## config.mk

```make
export PLATFORM = sky130hd
export DESIGN_NAME = mux3_arbiter_flat
export DESIGN_NICKNAME = d
export VERILOG_FILES = /design/src/rtl/mux3_arbiter_pkg.sv /design/src/rtl/mux3_arbiter_if.sv /design/src/rtl/MUX_3to1.sv /design/src/rtl/mux3_arbiter.sv /design/src/flat_wrapper.sv
export SDC_FILE = /design/constraint.sdc
export NUM_CORES = 1
export LEC_CHECK = 0
export CORE_MARGIN = 3
export CORE_UTILIZATION = 30
export CTS_CLUSTER_SIZE = 12
export DETAILED_ROUTE_END_ITERATION = 7
export GPL_TIMING_DRIVEN = 0
export PLACE_DENSITY = 0.66
export SLEW_MARGIN = 10
export SYNTH_ARGS = -nofsm -noshare
export SYNTH_HDL_FRONTEND = slang
export SYNTH_SLANG_ARGS = --single-unit
```

## constraint.sdc

```tcl
create_clock -name clk_i -period 2.9 [get_ports clk_i]
set_clock_uncertainty 0.05 [all_clocks]
set_input_delay 0.435 -clock clk_i [delete_from_list [all_inputs] [get_ports clk_i]]
set_output_delay 0.435 -clock clk_i [all_outputs]
set_load 0.05 [all_outputs]
```

## src/rtl/mux3_arbiter_pkg.sv

```systemverilog
// Shared definitions for the three-requester burst arbiter: FSM states,
// selector codes and the owner-to-grant/selector mappings.
package mux3_arbiter_pkg;

    typedef enum logic {
        StIdle  = 1'b0,
        StGrant = 1'b1
    } state_e;

    localparam logic [1:0] SEL0 = 2'b00;
    localparam logic [1:0] SEL1 = 2'b01;
    localparam logic [1:0] SEL2 = 2'b10;

    localparam logic [1:0] LAST_OWNER_RST = 2'd2;

    function automatic logic [1:0] owner_to_sel(input logic [1:0] owner);
        logic [1:0] sel;
        case (owner)
            2'd0:    sel = SEL0;
            2'd1:    sel = SEL1;
            2'd2:    sel = SEL2;
            default: sel = SEL0;
        endcase
        return sel;
    endfunction

    function automatic logic [2:0] owner_to_gnt(input logic [1:0] owner);
        logic [2:0] gnt;
        case (owner)
            2'd0:    gnt = 3'b001;
            2'd1:    gnt = 3'b010;
            2'd2:    gnt = 3'b100;
            default: gnt = 3'b000;
        endcase
        return gnt;
    endfunction

    // Round-robin pick: first set request starting just after the last owner.
    function automatic logic [1:0] pick_owner(input logic [1:0] last, input logic [2:0] req);
        logic [1:0] first;
        logic [1:0] second;
        logic [1:0] third;
        logic [1:0] pick;
        case (last)
            2'd0: begin first = 2'd1; second = 2'd2; third = 2'd0; end
            2'd1: begin first = 2'd2; second = 2'd0; third = 2'd1; end
            default: begin first = 2'd0; second = 2'd1; third = 2'd2; end
        endcase
        if (req[first]) begin
            pick = first;
        end else if (req[second]) begin
            pick = second;
        end else begin
            pick = third;
        end
        return pick;
    endfunction

endpackage

```

## src/rtl/mux3_arbiter_if.sv

```systemverilog
// Requester/output bundle of the arbiter; slave is the arbiter side,
// master is the side driving requests and payloads.
interface mux3_arbiter_if #(
    parameter int unsigned size = 32
) ();
    logic [2:0]      req_i;
    logic [size-1:0] data0_i;
    logic [size-1:0] data1_i;
    logic [size-1:0] data2_i;
    logic [2:0]      gnt_o;
    logic [1:0]      select_o;
    logic [size-1:0] data_o;
    logic            valid_o;
    logic            busy_o;

    modport slave (
        input  req_i, data0_i, data1_i, data2_i,
        output gnt_o, select_o, data_o, valid_o, busy_o
    );

    modport master (
        output req_i, data0_i, data1_i, data2_i,
        input  gnt_o, select_o, data_o, valid_o, busy_o
    );
endinterface

```

## src/rtl/MUX_3to1.sv

```systemverilog
// Plain 3:1 payload selector; codes outside 00/01/10 fall back to input 0.
module MUX_3to1 #(
    parameter int unsigned size = 32
) (
    input  logic [size-1:0] in0,
    input  logic [size-1:0] in1,
    input  logic [size-1:0] in2,
    input  logic [1:0]      select,
    output logic [size-1:0] out
);
    always_comb begin
        out = in0;
        case (select)
            2'b01:   out = in1;
            2'b10:   out = in2;
            default: out = in0;
        endcase
    end
endmodule

```

## src/rtl/mux3_arbiter.sv

```systemverilog
// Round-robin burst arbiter for three requesters: grants up to MAX_BURST
// beats per owner and registers the selected payload onto data_o.
module mux3_arbiter
    import mux3_arbiter_pkg::*;
#(
    parameter int unsigned size      = 32,
    parameter int unsigned MAX_BURST = 4   // legal range 1..15
) (
    input  logic          clk_i,
    input  logic          rst_i,
    mux3_arbiter_if.slave bus
);

    localparam logic [3:0] MaxBurst = 4'(MAX_BURST);

    state_e          state_q;
    logic [1:0]      owner_q;
    logic [1:0]      last_q;
    logic [3:0]      cnt_q;
    logic [size-1:0] mux_out;
    logic            owner_req;
    logic            release_now;

    // select_o is registered and equals the owner code while granted,
    // so the mux output is the owner's payload throughout the burst.
    MUX_3to1 #(
        .size(size)
    ) u_mux (
        .in0   (bus.data0_i),
        .in1   (bus.data1_i),
        .in2   (bus.data2_i),
        .select(bus.select_o),
        .out   (mux_out)
    );

    assign owner_req   = |(bus.req_i & owner_to_gnt(owner_q));
    assign release_now = !owner_req || ((cnt_q + 4'd1) == MaxBurst);

    always_ff @(posedge clk_i or posedge rst_i) begin
        if (rst_i) begin
            state_q      <= StIdle;
            owner_q      <= 2'd0;
            last_q       <= LAST_OWNER_RST;
            cnt_q        <= 4'd0;
            bus.data_o   <= '0;
            bus.valid_o  <= 1'b0;
            bus.gnt_o    <= 3'b000;
            bus.select_o <= SEL0;
            bus.busy_o   <= 1'b0;
        end else begin
            unique case (state_q)
                StIdle: begin
                    bus.valid_o <= 1'b0;
                    if (bus.req_i != 3'b000) begin
                        state_q      <= StGrant;
                        owner_q      <= pick_owner(last_q, bus.req_i);
                        cnt_q        <= 4'd0;
                        bus.gnt_o    <= owner_to_gnt(pick_owner(last_q, bus.req_i));
                        bus.select_o <= owner_to_sel(pick_owner(last_q, bus.req_i));
                        bus.busy_o   <= 1'b1;
                    end
                end
                StGrant: begin
                    bus.valid_o <= owner_req;
                    if (owner_req) begin
                        bus.data_o <= mux_out;
                        cnt_q      <= cnt_q + 4'd1;
                    end
                    // Either a dropped request or the final beat ends the burst.
                    if (release_now) begin
                        state_q      <= StIdle;
                        last_q       <= owner_q;
                        bus.gnt_o    <= 3'b000;
                        bus.select_o <= SEL0;
                        bus.busy_o   <= 1'b0;
                    end
                end
                default: state_q <= StIdle;
            endcase
        end
    end

endmodule
```

## src/flat_wrapper.sv

```systemverilog
// flat-port wrapper written by rule: the top's interface ports become plain ports
module mux3_arbiter_flat import mux3_arbiter_pkg::*;
#(
    parameter int unsigned size      = 32,
    parameter int unsigned MAX_BURST = 4                       
)
  (clk_i, rst_i, bus_req_i, bus_data0_i, bus_data1_i, bus_data2_i, bus_gnt_o, bus_select_o, bus_data_o, bus_valid_o, bus_busy_o);
  mux3_arbiter_if #(.size(size)) bus_i ();
  input  logic clk_i;
  input  logic rst_i;
  input wire logic [$bits(bus_i.req_i)-1:0] bus_req_i;
  input wire logic [$bits(bus_i.data0_i)-1:0] bus_data0_i;
  input wire logic [$bits(bus_i.data1_i)-1:0] bus_data1_i;
  input wire logic [$bits(bus_i.data2_i)-1:0] bus_data2_i;
  output wire logic [$bits(bus_i.gnt_o)-1:0] bus_gnt_o;
  output wire logic [$bits(bus_i.select_o)-1:0] bus_select_o;
  output wire logic [$bits(bus_i.data_o)-1:0] bus_data_o;
  output wire logic [$bits(bus_i.valid_o)-1:0] bus_valid_o;
  output wire logic [$bits(bus_i.busy_o)-1:0] bus_busy_o;
  assign bus_i.req_i = bus_req_i;
  assign bus_i.data0_i = bus_data0_i;
  assign bus_i.data1_i = bus_data1_i;
  assign bus_i.data2_i = bus_data2_i;
  assign bus_gnt_o = bus_i.gnt_o;
  assign bus_select_o = bus_i.select_o;
  assign bus_data_o = bus_i.data_o;
  assign bus_valid_o = bus_i.valid_o;
  assign bus_busy_o = bus_i.busy_o;
  mux3_arbiter #(.size(size), .MAX_BURST(MAX_BURST)) u_core (.clk_i(clk_i), .rst_i(rst_i), .bus(bus_i));
endmodule
```

-- Word-level counts from Yosys, hierarchy flattened
Index checks and enable logic that the tools add are counted.
- $add $sub $neg: 1
- order comparisons: 2
- equal/unequal tests: 11
- multiplexer cells: 35
- bitwise gates (word level): 2
- reduce and logical (&&, ||, !) cells: 12
- operators with widths (operator ; count):
    $pmux W32 S2 ; 1
    $mux W2 ; 10
    $pmux W2 S2 ; 5
    $pmux W3 S3 ; 2
    $reduce_and A2 Y1 ; 5
    $eq A2 B1 Y1 const B ; 4
    $mux W4 ; 2
    $pmux W4 S2 ; 1
    $eq A2 B2 Y1 const B ; 3
    $logic_not A2 Y1 ; 3
    $lt A2 B3 Y1 const B ; 2
    $mux W1 ; 6
    $mux W3 ; 2
    $pmux W1 S2 ; 3
    $pmux W3 S2 ; 1
    $add A4 B1 Y4 const B ; 1
    $bmux W1 S2 ; 2
    $eq A4 B3 Y1 const B ; 1
    $ne A2 B2 Y1 const B ; 2
    $and A3 B3 Y3 ; 1
    $reduce_bool A3 Y1 ; 1
    $reduce_or A3 Y1 ; 1
    $ne A2 B1 Y1 const B ; 1
    $logic_not A1 Y1 ; 1
    other kinds (2) ; 2
- bits in registers: 48
- input bits: 101
- output and inout bits: 39
- logic and storage cells: 72

-- Logic depth before layout (Yosys ltp)
- word-level depth: 14
- depth in mapped cells: 7
- gate-level depth less buffers: 5

-- Modules after synthesis
A second synthesis with hierarchy kept.
- cells, all modules: 254
- area, all modules: 2613.8 µm²
- by module, submodules not included (module ; instances ; cells an instance ; area each (µm²) ; sequential area each (µm²)):
    mux3_arbiter ; 1 ; 141 ; 1976.9 ; 1152.4
    MUX_3to1 ; 1 ; 113 ; 636.9 ; 0.0

-- Worst setup path before layout
OpenSTA, ideal clock, no wires.
- path type: register to register
- start point: register u_core.bus.gnt_o[1] (netlist name)
- end point: register u_core.bus.data_o[29]
- library setup time: 125 ps
- arrival: 1918 ps
- required time: 2725 ps
- path slack: 808 ps
- cell stages (with the launch flop): 7
- buffers on the path: 2
- clock period less this slack: 2092 ps
- path through: dfrtp_1 inv_1 ha_1 clkbuf_1 clkbuf_1 o21ai_0 mux2_2
- RTL lines (what ; line ; text):
    end signal, assigned ; mux3_arbiter.sv:66 ; bus.data_o <= mux_out;
    end, declared ; mux3_arbiter_if.sv:18 ; output gnt_o, select_o, data_o, valid_o, busy_o

==> metrics.cfg <==
[critical_path]
startpoint_type=flip-flop
worstSetupPathType=reg2reg
cp.required_ns=3.04
arrival_ns=2.28
worst-path-max-fanout=10
cp-end-kind=flip-flop

[sta]
setup_viol=0
setup_slack_ns=0.755
finalHoldViolations=0
min_period_over_period_pct=74.0
fin_setup_tns_ns=0
rsz0062_at_grt=false
whs_ns=0.415
min_period_ns=2.14
maxSlewHeadroom_pct=64.4
worst_slew_pin_slew_ns=0.532
max_freq_mhz=466
slew_violations=0

[floorplan]
coreArea_sq_um=8380
num_rows=33
die-area_sq_um=9960
io_pins=140
fp.dieH_microns=99.8
start_util_pct=31.5
die_w_microns=99.8

[clocking]
clk_path_buf_depth=2
hold_buffers=0
cts-root-buf=clkbuf_8
clock_latency_ns=0.29
path_clk_slew_ns=0.09
post_cts_buffers=0
numCtsBuffers=5
htreeDepth=2
cts_tree=built
cts.repair.resized=0
clock-sinks=46

[logic_synthesis]
netlist_instances=254
synth.distinct_cells=36
ys_ff_latch=46
yosysWarnings=0
synth.cell_area_sq_um=2640
syn_area_per_cell_sq_um=10.4
synth_seq_area_share_pct=43.7
syn_nets=359

[grt]
top_usage_layer=met2
grt_pass1_wl_microns=13300
grt.total_usage_pct=16.5
grt_max_degree=27
met2_usage_pct=29.0
grt_antenna_before_repair=0
grt_pass1_vias=2690
globalRouteMet3Util_pct=3.41
grt_use_met1_pct=20.9
grt_overflow=0

[drt]
drt_wl_total_microns=8170
drtIter0Drc=95
drtAntennaViolNets=0
drt-vias-per-instance=4.96
wire_per_inst_microns=16.1
drc=0
via_count=2513
drtPass1Iterations=5

[place]
gp_congestion=0.835
io_buffers=139
dp_hpwl_microns=6380
place_worst_setup_slack_ns=0.644

[layout]
nNetsFinal=506
fin_util_pct=51.2
area_growth_pct=62.5
n_antenna_cell=0
final_cell_mix=139 x clkdlybuf4s50_1, 45 x dfrtp_1, 41 x nand2_1, 36 x o21ai_0, 33 x a22oi_1
drive_above_1_share_pct=12.9
final_common_cell=clkdlybuf4s50_1

[power_and_ir_drop]
p_leak_uw=0.00185
finalPower_uw=4780
max-vdd-ir-drop_uv=425
powerDensity_nw_per_um2=1120

[run_status]
run_status=completed

[run]
cap_violations=0

[min_path]
holdCritPathClass=in2async

per-layer routing:
layer | part of all wire [%] | routed length [microns] | vias to the layer above
li1 | - | - | 1212
met2 | 52 | 4220 | 86
met4 | 0.64 | 52 | 0
met5 | 0 | 0 | -
met1 | 41 | 3350 | 1210
met3 | 6.7 | 547 | 5
cells by family (layout without fill, tap and decap cells):
family          count (synthesis)  after routing  share of synthesized area, %
fa+ha+maj                       4              4                          1.90
buf+inv                        29            177                          5.31
flops                          46             46                          43.7
compound gates                 86             86                          21.4
mux                            36             36                          19.0
simple gates                   53             53                          8.77
path summary, 6_finish.rpt:
kind	cells past startpoint	from	end	slack [ns]
worst max register to register	6	u_core.bus.gnt_o[1]	u_core.bus.data_o[8]	0.76
worst min register to register	1	u_core.bus.data_o[26]	u_core.bus.data_o[26]	0.46
max in group asynchronous	3	rst_i	u_core.bus.data_o[20]	1.88
worst min-delay path	2	rst_i	u_core.bus.valid_o	0.42
min in group clk_i	1	u_core.bus.data_o[26]	u_core.bus.data_o[26]	0.46
worst max-delay path	6	u_core.bus.gnt_o[1]	u_core.bus.data_o[8]	0.76
cells in the mapped netlist:
cell	instances	area share, %
o21bai_1	1	0.28
nand2b_1	1	0.24
buf_1	1	0.14
dfrtp_1	45	43
buf_6	3	1.3
and3_1	1	0.24
mux2_4	26	15
ha_1	4	1.9
or4_1	1	0.28
mux2_2	8	3.4
nor2_1	1	0.14
a211oi_1	1	0.28
nand4_1	1	0.24
nand2_1	41	5.8
o221ai_1	1	0.33
inv_1	9	1.3
clkbuf_1	13	1.8
dfstp_2	1	1.0
o211ai_1	4	1.1
o22ai_2	1	0.47
o22ai_1	2	0.47
a21o_1	2	0.57
nand3_1	2	0.38
o21ai_0	36	6.8
nor3b_1	1	0.28
o22a_1	1	0.33
a22oi_1	33	9.4
nand2_4	1	0.43
o31ai_2	1	0.47
mux2i_1	2	0.76
o32ai_1	1	0.33
buf_2	1	0.19
nor2b_1	3	0.71
o21a_1	1	0.28
a21oi_1	1	0.19
buf_4	2	0.57
worst max-delay path, stage by stage, from the launching register on:
cell,delay (ns)
dfrtp_1,0.43
inv_1,0.06
ha_1,0.27
clkbuf_1,0.34
clkbuf_1,0.41
o21ai_0,0.19
mux2_4,0.29
sequential cells by signal (all words and copies together) (netlist names):
register	count
u_core.bus.busy_o	1
u_core.bus.data_o	32
u_core.bus.gnt_o	3
u_core.bus.valid_o	1
u_core.cnt_q	4
u_core.last_q	2
u_core.owner_q	2
u_core.state_q	1
per-stage QoR:
step / std cells / instance area [sq um]
final: 507 / 4290
after global routing: 507 / 4290
after CTS: 507 / 4290
after detailed placement: 499 / 4180
after global placement: 498 / 4160
after floorplan: 254 / 2640
area by class of cell:
type | count | area [sq um]
Tap cell | 105 | 131
Sequential cell | 46 | 1150
Multi-Input combinational cell | 179 | 1350
Timing Repair Buffer | 140 | 1410
Buffer | 20 | 106
Clock inverter | 1 | 30.0
Inverter | 9 | 33.8
Fill cell | 759 | 4090
Clock buffer | 7 | 76.3
power by group:
group	total, uW	switching, uW	internal [uW]	leakage (uW)
clock	474	216	258	0.0000524
combinational	3170	1850	1320	0.00122
sequential	1140	192	944	0.000573
total	4780	2260	2520	0.00185
Power figures use the tool's default switching activity.
